### config.mk
export PLATFORM = sky130hd
export DESIGN_NAME = tsc_buf_rx
export DESIGN_NICKNAME = d
export VERILOG_FILES = /design/src/rtl/tsc_buf_rx.sv
export SDC_FILE = /design/constraint.sdc
export NUM_CORES = 1
export LEC_CHECK = 0
export ABC_CLOCK_PERIOD_IN_PS = 6400
export CORE_UTILIZATION = 55
export CTS_CLUSTER_DIAMETER = 80
export DETAILED_ROUTE_END_ITERATION = 10
export DONT_BUFFER_PORTS = 1
export GPL_TIMING_DRIVEN = 0
export PLACE_DENSITY = 0.67
export RECOVER_POWER = 100
export SYNTH_ARGS = -nofsm -noshare
export SYNTH_HDL_FRONTEND = slang
export SYNTH_SLANG_ARGS = --single-unit
### constraint.sdc
create_clock -name clk -period 6.4 [get_ports clk]
set_input_delay 0.64 -clock clk [delete_from_list [all_inputs] [get_ports clk]]
set_output_delay 0.64 -clock clk [all_outputs]
set_load 0.01 [all_outputs]
### src/rtl/tsc_buf_rx.sv
// Receiver for the capture block's buffer dump: requests the buffer, deframes
// the 33-word burst into local memory and tracks peak / first trigger crossing.
module tsc_buf_rx #(
    parameter int         DEPTH       = 32,
    parameter logic [7:0] TRIGVL      = 8'hD5,
    parameter int         REQ_TIMEOUT = 255
) (
    input  logic       clk,
    input  logic       rst,
    input  logic       trd,
    input  logic       cd,
    input  logic [8:0] sd,
    input  logic       ack,
    input  logic [4:0] rd_addr,
    output logic       sbf,
    output logic [7:0] rd_data,
    output logic       done,
    output logic       err,
    output logic [7:0] peak,
    output logic [4:0] peak_idx,
    output logic       trig_found,
    output logic [4:0] trig_idx
);

    localparam int TW = $clog2(REQ_TIMEOUT + 1);

    typedef enum logic [2:0] {
        S_IDLE,
        S_REQ,
        S_RECV,
        S_CHECK,
        S_DONE
    } state_t;

    state_t        state_q, state_d;
    logic          sbf_q, sbf_d;
    logic          done_q, done_d;
    logic          err_q, err_d;
    logic [7:0]    peak_q, peak_d;
    logic [4:0]    peak_idx_q, peak_idx_d;
    logic          trig_found_q, trig_found_d;
    logic [4:0]    trig_idx_q, trig_idx_d;
    logic [4:0]    cnt_q, cnt_d;
    logic [TW-1:0] tmo_q, tmo_d;
    logic [7:0]    rd_data_q, rd_data_d;
    logic          mem_we;

    logic [7:0] mem [DEPTH];

    always_comb begin
        state_d      = state_q;
        sbf_d        = sbf_q;
        done_d       = done_q;
        err_d        = err_q;
        peak_d       = peak_q;
        peak_idx_d   = peak_idx_q;
        trig_found_d = trig_found_q;
        trig_idx_d   = trig_idx_q;
        cnt_d        = cnt_q;
        tmo_d        = tmo_q;
        mem_we       = 1'b0;
        rd_data_d    = mem[rd_addr];

        unique case (state_q)
            S_IDLE: begin
                sbf_d = 1'b0;
                if (trd) begin
                    state_d = S_REQ;
                    sbf_d   = 1'b1;
                    tmo_d   = '0;
                end
            end
            S_REQ: begin
                if (!cd) begin
                    sbf_d = 1'b0;
                    if (sd == 9'h001) begin
                        state_d      = S_RECV;
                        cnt_d        = '0;
                        peak_d       = '0;
                        peak_idx_d   = '0;
                        trig_found_d = 1'b0;
                        trig_idx_d   = '0;
                    end else begin
                        state_d = S_DONE;
                        err_d   = 1'b1;
                        done_d  = 1'b1;
                    end
                end else if (tmo_q == TW'(REQ_TIMEOUT - 1)) begin
                    state_d = S_DONE;
                    sbf_d   = 1'b0;
                    err_d   = 1'b1;
                    done_d  = 1'b1;
                end else begin
                    tmo_d = tmo_q + 1'b1;
                end
            end
            S_RECV: begin
                if (!cd) begin
                    mem_we = 1'b1;
                    cnt_d  = cnt_q + 5'd1;
                    if (sd[8]) begin
                        err_d = 1'b1;
                    end
                    // strict compare keeps the first occurrence of the maximum
                    if (sd[7:0] > peak_q) begin
                        peak_d     = sd[7:0];
                        peak_idx_d = cnt_q;
                    end
                    if (!trig_found_q && sd[7:0] >= TRIGVL) begin
                        trig_found_d = 1'b1;
                        trig_idx_d   = cnt_q;
                    end
                    if (cnt_q == 5'(DEPTH - 1)) begin
                        state_d = S_CHECK;
                    end
                end else begin
                    state_d = S_DONE;
                    err_d   = 1'b1;
                    done_d  = 1'b1;
                end
            end
            S_CHECK: begin
                if (!cd) begin
                    err_d = 1'b1;
                end
                done_d  = 1'b1;
                state_d = S_DONE;
            end
            S_DONE: begin
                if (ack) begin
                    done_d  = 1'b0;
                    err_d   = 1'b0;
                    state_d = S_IDLE;
                end
            end
            default: begin
                state_d = S_IDLE;
                sbf_d   = 1'b0;
            end
        endcase
    end

    always_ff @(posedge clk) begin
        if (rst) begin
            state_q      <= S_IDLE;
            sbf_q        <= 1'b0;
            done_q       <= 1'b0;
            err_q        <= 1'b0;
            peak_q       <= '0;
            peak_idx_q   <= '0;
            trig_found_q <= 1'b0;
            trig_idx_q   <= '0;
            cnt_q        <= '0;
            tmo_q        <= '0;
            rd_data_q    <= '0;
        end else begin
            state_q      <= state_d;
            sbf_q        <= sbf_d;
            done_q       <= done_d;
            err_q        <= err_d;
            peak_q       <= peak_d;
            peak_idx_q   <= peak_idx_d;
            trig_found_q <= trig_found_d;
            trig_idx_q   <= trig_idx_d;
            cnt_q        <= cnt_d;
            tmo_q        <= tmo_d;
            rd_data_q    <= rd_data_d;
        end
    end

    // Sample memory is not reset; a reset edge also suppresses the write.
    always_ff @(posedge clk) begin
        if (!rst && mem_we) begin
            mem[cnt_q] <= sd[7:0];
        end
    end

    assign sbf        = sbf_q;
    assign rd_data    = rd_data_q;
    assign done       = done_q;
    assign err        = err_q;
    assign peak       = peak_q;
    assign peak_idx   = peak_idx_q;
    assign trig_found = trig_found_q;
    assign trig_idx   = trig_idx_q;

endmodule

==> results.tsv, run 1 <==
metric	value	unit
ios	49	
maxCapViolCount	0	
fp.dieArea	22800	sq um
crit_type	register to register	
r2r-start	state_q[0]$_SDFFE_PP0P_	
power.total	4.07	mW
fin_ws	3.42	ns
critPathLaunch	state_q[0]$_SDFFE_PP0P_	
m1WireLength	10.7	mm
grt_use_total	24.2	%
start_util	56.0	%
crit_end	mem[29][7]$_DFFE_PP_	
synth.most_common_cell	edfxtp_1	
post_cts_buffers	0	
syn_inst	714	
synth.net_count	748	
cp_data_required_time	6.58	ns
routed_wl	26.3	mm
ant_nets	0	
htreeDepth	1	
num_antenna_cells	0	
rsz0062_at_grt	no	
syn_area_per_cell	17.1	sq um
grt_overflow_total	0	
final_cells	1049	
cts_tree	built	
wl_met2	12.9	mm
fin_hold_ws	0.180	ns
rows	54	
hpwlAfterDp	16.9	mm
cp_max_fo	10	
core-area	21800	sq um
synth_top_area_share	62.9	%
dp_slack	3.29	ns
cts.clk_slew.worst_paths	0.06	ns
crit_path_end_kind	register	
synth_common_cells	256 x edfxtp_1, 57 x mux4_2, 53 x nand2_1	
hold_viol_final	0	
ctsHoldBuffers	0	
status	complete, no violations	
vdd_ir_drop_max	208	uV
clock_skew	0.0176	ns
first_global_vias	6814	
yosys.area.top_type	edfxtp_1	
areaGrowthSynthToFinish	10.7	%
wl_per_cell	25.1	microns
synth-main-ff-cell	edfxtp_1	
die_h	151	microns
synth_edf_count	256	
synth_seq_cells	302	
synth_area	12200	sq um
top_layer	met4	
fin_nets	780	
worstReg2RegEnd	mem[29][7]$_DFFE_PP_	
rrSetupSlack	3.42	ns
grt_start_max_net_pins	37	
grt_pass1_wl	40.2	mm
ys.warnings.count	0	
drc	0	
min_period	2.98	ns
clkLatencyLatePin	0.56	ns
wl_met3	1.97	mm
slew_headroom	26.8	%
worstMarginPinSlew	1.08	ns
cts.sinks	302	
synthTopCellsByArea	edfxtp_1 63%, mux4_2 11%, dfxtp_1 7.5%, mux2i_1 2.0%, nand2_1 1.6%	
die_w	151	microns
start_kind	register	
cts_root_buffer	clkbuf_16	
io_buffers	0	
cts_resized	0	
viasPerCell	6.35	
cts_buffers	30	
vias	6666	
layout-drive-gt1-share	18.5	%
cts_buffer_depth	3	
synth_cell_type_count	57	
yosysSeqAreaShare	70.4	%
power_density	301	nW/um^2
drtIter0Drc	555	
grt_antenna_before_repair	0	
drv_slew	0	
final-setup-viol-count	0	
drtPass1Iterations	5	
reg2regPathDepth	5	
tns	0	ns
postSynth.asyncResetShare	0	%
routabilityCongestion	0.919	
hp-class	input port to register	
p_leak	4.40	nW
post-place-cells	994	
post-route-period-util	46.6	%
fmax	336	MHz
nFillCells	1561	
arrival	3.16	ns
-- stage by stage --
stage	area, sq um	util [%]
floorplan	12200	-
detailed placement	12600	57.6
global placement	12600	57.6
CTS	13600	62.2
global route	13500	62.0
finish	13500	62.0
-- worst min path at each step --
stage	from	endpoint	slack, ns	depth (start not counted)
after detailed placement	tmo_q[7]$_SDFFE_PP0P_	tmo_q[7]$_SDFFE_PP0P_	0.48	2
after global routing	sd[0]	mem[14][0]$_DFFE_PP_	0.16	0
after CTS	sd[0]	mem[13][0]$_DFFE_PP_	0.16	0
after global placement	tmo_q[7]$_SDFFE_PP0P_	tmo_q[7]$_SDFFE_PP0P_	0.46	2
after floorplan	tmo_q[7]$_SDFFE_PP0P_	tmo_q[7]$_SDFFE_PP0P_	0.44	2
final	sd[0]	mem[13][0]$_DFFE_PP_	0.18	0
-- placed cells by master (no fill, tap or decap), drive strengths merged, types with 11 or more instances in the layout --
cell type,instances
dfxtp,46
nand2b,11
a21oi,16
nor2,41
inv,14
mux2,15
or3,13
ha,15
o22ai,24
edfxtp,256
clkinv,15
mux4,57
buf,18
mux2i,24
nand2,53
clkbuf,57
-- critical path, stage by stage (launching register included) --
cell      delay (ns)
dfxtp_1         0.32
clkbuf_1        0.24
or4b_1          0.67
nor2_1          0.24
nand2_1         0.36
nor2_1          0.78
-- where the power goes --
part,internal [mW],leakage (nW),switching [mW]
Combinational,0.0657,1.22,0.0837
Sequential,2.14,2.67,0.00899
Clock,1.05,0.501,0.720
-- flip-flops by register name, indices dropped and copies added (netlist names) --
signal and flops:
trig_found 1, mem 256, cnt_q 5, rd_data 8, peak_idx 5, trig_idx 5
sbf 1, state_q 3, err 1, tmo_q 8, peak 8, done 1
-- metal layers --
metal  vias to the layer above  global-route usage (%)
met5                         -                       0
met4                         0                    7.15
met3                        61                    5.39
met2                       286                    39.5
met1                      3397                    32.6
li1                       2922                       -
-- kinds of logic (layout without fill, tap and decap cells) --
kind of cell               after synthesis  count (layout)  synth area share [%]
xor gates and xnor gates                 1               1                0.0717
buffers and inverters                   53             108                  2.29
adders and majority gates               15              15                  1.54
AOI/OAI and AO/OA                       84              84                  4.84
DFF                                    302             302                  70.4
muxes                                   96              96                  13.8
and+or+nand+nor                        163             163                  6.98
-- final cells by class --
type	count	area, sq um	share of cell area (%)
multi-input cells	359	3310	24.5
clock buffers	36	803	5.94
well taps	280	350	2.59
inverters	14	52.6	0.388
plain buffers	39	203	1.50
clock inverters	19	200	1.48
flip-flops and latches	302	8610	63.6
(Power assumes the default switching activity.)
==> run 2, diff against run 1 <==
--- a/config.mk
+++ b/config.mk
@@ -5,13 +5,14 @@
 export SDC_FILE = /design/constraint.sdc
 export NUM_CORES = 1
 export LEC_CHECK = 0
-export ABC_CLOCK_PERIOD_IN_PS = 6400
+export ABC_AREA = 1
+export ABC_CLOCK_PERIOD_IN_PS = 2400
 export CORE_UTILIZATION = 55
 export CTS_CLUSTER_DIAMETER = 80
 export DETAILED_ROUTE_END_ITERATION = 10
 export DONT_BUFFER_PORTS = 1
 export GPL_TIMING_DRIVEN = 0
-export PLACE_DENSITY = 0.67
+export PLACE_DENSITY = 0.7
 export RECOVER_POWER = 100
 export SYNTH_ARGS = -nofsm -noshare
 export SYNTH_HDL_FRONTEND = slang
==> constraint.sdc (replaced) <==
create_clock -name clk -period 2.4 [get_ports clk]
set_input_delay 0.24 -clock clk [delete_from_list [all_inputs] [get_ports clk]]
set_output_delay 0.24 -clock clk [all_outputs]
set_load 0.01 [all_outputs]
==> run 2 against run 1 <==
Compared with the run above:
- utilization is 0.88 points higher
- die area up 4.7%
- routed wire length rose by 27%
- the flow now finishes with violations (capacitance limit, slew limit, setup timing)
- largest power group unchanged
- flip-flop and latch count did not move
- clock-buffer cell count unchanged
==> results.tsv, run 2 <==
metric	value	unit
largest_register_ffs	256	
slew_headroom	-35.9	%
p_leak	5.07	nW
synth_mux_area_share	0	%
synth_cell_type_count	37	
grt_pass1_wl	50.4	mm
die_w	155	microns
post-route-period-util	106	%
r2r-start	state_q[2]$_SDFFE_PP0P_	
violations	capacitance limit, slew limit, setup timing	
synth_top_area_share	60.0	%
synth_top_family_by_area	simple AND/OR/NAND/NOR gates	
status	finished with violations	
rsz0062_at_grt	yes	
final_common_cell	nand2_1	
use_met3	5.80	%
core-area	22700	sq um
cts_buffers	30	
crit_path_end_kind	register	
synth_common_cells	270 x nand2_1, 256 x edfxtp_1, 151 x nand3_1	
cp_max_fo	8	
drtPass1Iterations	7	
cp_data_required_time	2.57	ns
hold_viol_final	0	
ys.warnings.count	0	
routed_wl	33.5	mm
grt_overflow_total	0	
maxCapViolCount	8	
ios	49	
cts_buffer_depth	3	
start_kind	register	
grt-busiest-layer	met2	
cts_tree	built	
ant_nets	0	
reg2regPathDepth	7	
cts.sinks	302	
fin_nets	1265	
synth.most_common_cell	nand2_1	
hp-class	input port to register	
synthXorXnorAreaFrac	0.274	%
layout-drive-gt1-share	11.1	%
grt_use_met1	39.3	%
crit_type	register to register	
hpwlAfterDp	21.2	mm
final-setup-viol-count	93	
synth-main-ff-cell	edfxtp_1	
grt_antenna_before_repair	2	
io_buffers	0	
wl_per_cell	21.7	microns
postSynth.asyncResetShare	0	%
grt_start_max_net_pins	34	
rows	55	
cts.clk_slew.worst_paths	0.06	ns
viasPerCell	5.92	
syn_inst	1184	
drtIter0Drc	885	
cts_root_buffer	clkbuf_16	
synth_seq_cells	302	
grtUsageMet2	45.0	%
arrival	2.72	ns
die_h	155	microns
synth_edf_count	256	
htreeDepth	1	
fp.dieArea	23900	sq um
mostFrequentLayoutCells	270 x nand2_1, 256 x edfxtp_1, 151 x nand3_1	
syn_area_per_cell	10.8	sq um
synthTopCellsByArea	edfxtp_1 60%, nand2_1 7.9%, dfxtp_1 7.2%, nand3_1 5.9%, nor2_1 4.2%	
min_to	state_q[0]$_SDFFE_PP0P_	
synth_area	12800	sq um
vdd_ir_drop_max	691	uV
largest-register	mem	
rrSetupSlack	-0.15	ns
areaGrowthSynthToFinish	11.5	%
drc	0	
yosys.area_share.simple	20.3	%
synth.net_count	1218	
yosysSeqAreaShare	67.2	%
first_global_vias	8647	
routabilityCongestion	0.943	
drv_slew	272	
fin_util	62.9	%
synthAdderAreaFrac	1.47	%
synth_compound_area_share	6.29	%
clkLatencyLatePin	0.56	ns
hold_depth	2	
start_util	56.4	%
yosys.area.top_type	edfxtp_1	
fin_hold_ws	0.0292	ns
min-delay-start	cd	
min_period	2.55	ns
power_density	795	nW/um^2
clock_skew	0.0197	ns
vias	9126	
fmax	392	MHz
grt_use_total	28.6	%
fin_ws	-0.150	ns
worstMarginPinSlew	2.04	ns
post_cts_buffers	0	
worstReg2RegEnd	mem[5][5]$_DFFE_PP_	
run 2: changes by cell type after synthesis, sizes merged, moves of 46 or more:
| cell | before | now |
|---|---|---|
| a21oi | 16 | 62 |
| nand2 | 53 | 276 |
| o21ai | 8 | 66 |
| nand3 | 8 | 154 |
| mux4 | 57 | 0 |
| nor2 | 41 | 149 |
run 2: layout make-up:
| class | instances | area (sq um) |
|---|---|---|
| clock inverters | 20 | 143 |
| plain buffers | 66 | 395 |
| multi-input cells | 771 | 3710 |
| flip-flops and latches | 302 | 8610 |
| inverters | 45 | 169 |
| well taps | 285 | 357 |
| repair buffers | 15 | 100 |
| fillers | 1772 | 8430 |
| diodes | 1 | 2.50 |
| clock buffers | 36 | 795 |
run 2: logic make-up (layout without fill, tap and decap cells):
logic type / Yosys count / in the layout
xor gates and xnor gates: 4 / 4
AOI/OAI and AO/OA: 151 / 151
DFF: 302 / 302
buffers and inverters: 111 / 182
other: 0 / 1
and+or+nand+nor: 601 / 601
adders and majority gates: 15 / 15
run 2: stage by stage:
stage,cell area [sq um],setup TNS (ns),std cells,worst slack [ns],power [mW]
after global placement,13200,-5.55,1469,-0.0921,6.83
after CTS,14300,-9.37,1539,-0.109,11.4
final,14300,-6.55,1541,-0.150,11.3
after floorplan,12800,0,1184,0.591,6.60
after global routing,14300,-16.73,1540,-0.230,11.7
after detailed placement,13200,-8.17,1469,-0.133,6.85
run 2: critical path, cell delays in order, from the launching register on:
cell     delay, ns
dfxtp_1       0.33
inv_2         0.10
nand2_2       0.09
nor2_4        0.20
nand2_4       0.13
nor2_2        0.19
nand2_1       0.37
nor2_1        0.74
run 2: report_power, final:
group	total (mW)	leakage [nW]	switching, mW	internal [mW]
sequential	5.81	2.67	0.0657	5.75
clock	4.49	0.466	1.93	2.56
combinational	1.05	1.93	0.746	0.303
total	11.3	5.07	2.74	8.61
run 2: worst max-delay path by stage:
stage / start / end / slack (ns)
5_1_grt: state_q[2]$_SDFFE_PP0P_ / mem[5][5]$_DFFE_PP_ / -0.23
3_3_place_gp: state_q[2]$_SDFFE_PP0P_ / mem[18][4]$_DFFE_PP_ / -0.09
4_1_cts: state_q[2]$_SDFFE_PP0P_ / mem[19][6]$_DFFE_PP_ / -0.11
3_5_place_dp: state_q[2]$_SDFFE_PP0P_ / mem[0][7]$_DFFE_PP_ / -0.13
6_report: state_q[2]$_SDFFE_PP0P_ / mem[5][5]$_DFFE_PP_ / -0.15
2_1_floorplan: state_q[2]$_SDFFE_PP0P_ / mem[0][0]$_DFFE_PP_ / 0.59
run 2: what timing repair did:
action	in CTS	in global routing
resized for setup	3	25
setup endpoints to repair	172	240
gates cloned	0	0
hold buffers	14	1
endpoints found under the hold margin	270	5
run 2: per-layer routing:
metal,part of all wire [%],vias up
met4,3.6,0
li1,-,4224
met1,40,4376
met3,10,66
met5,0,-
met2,46,460
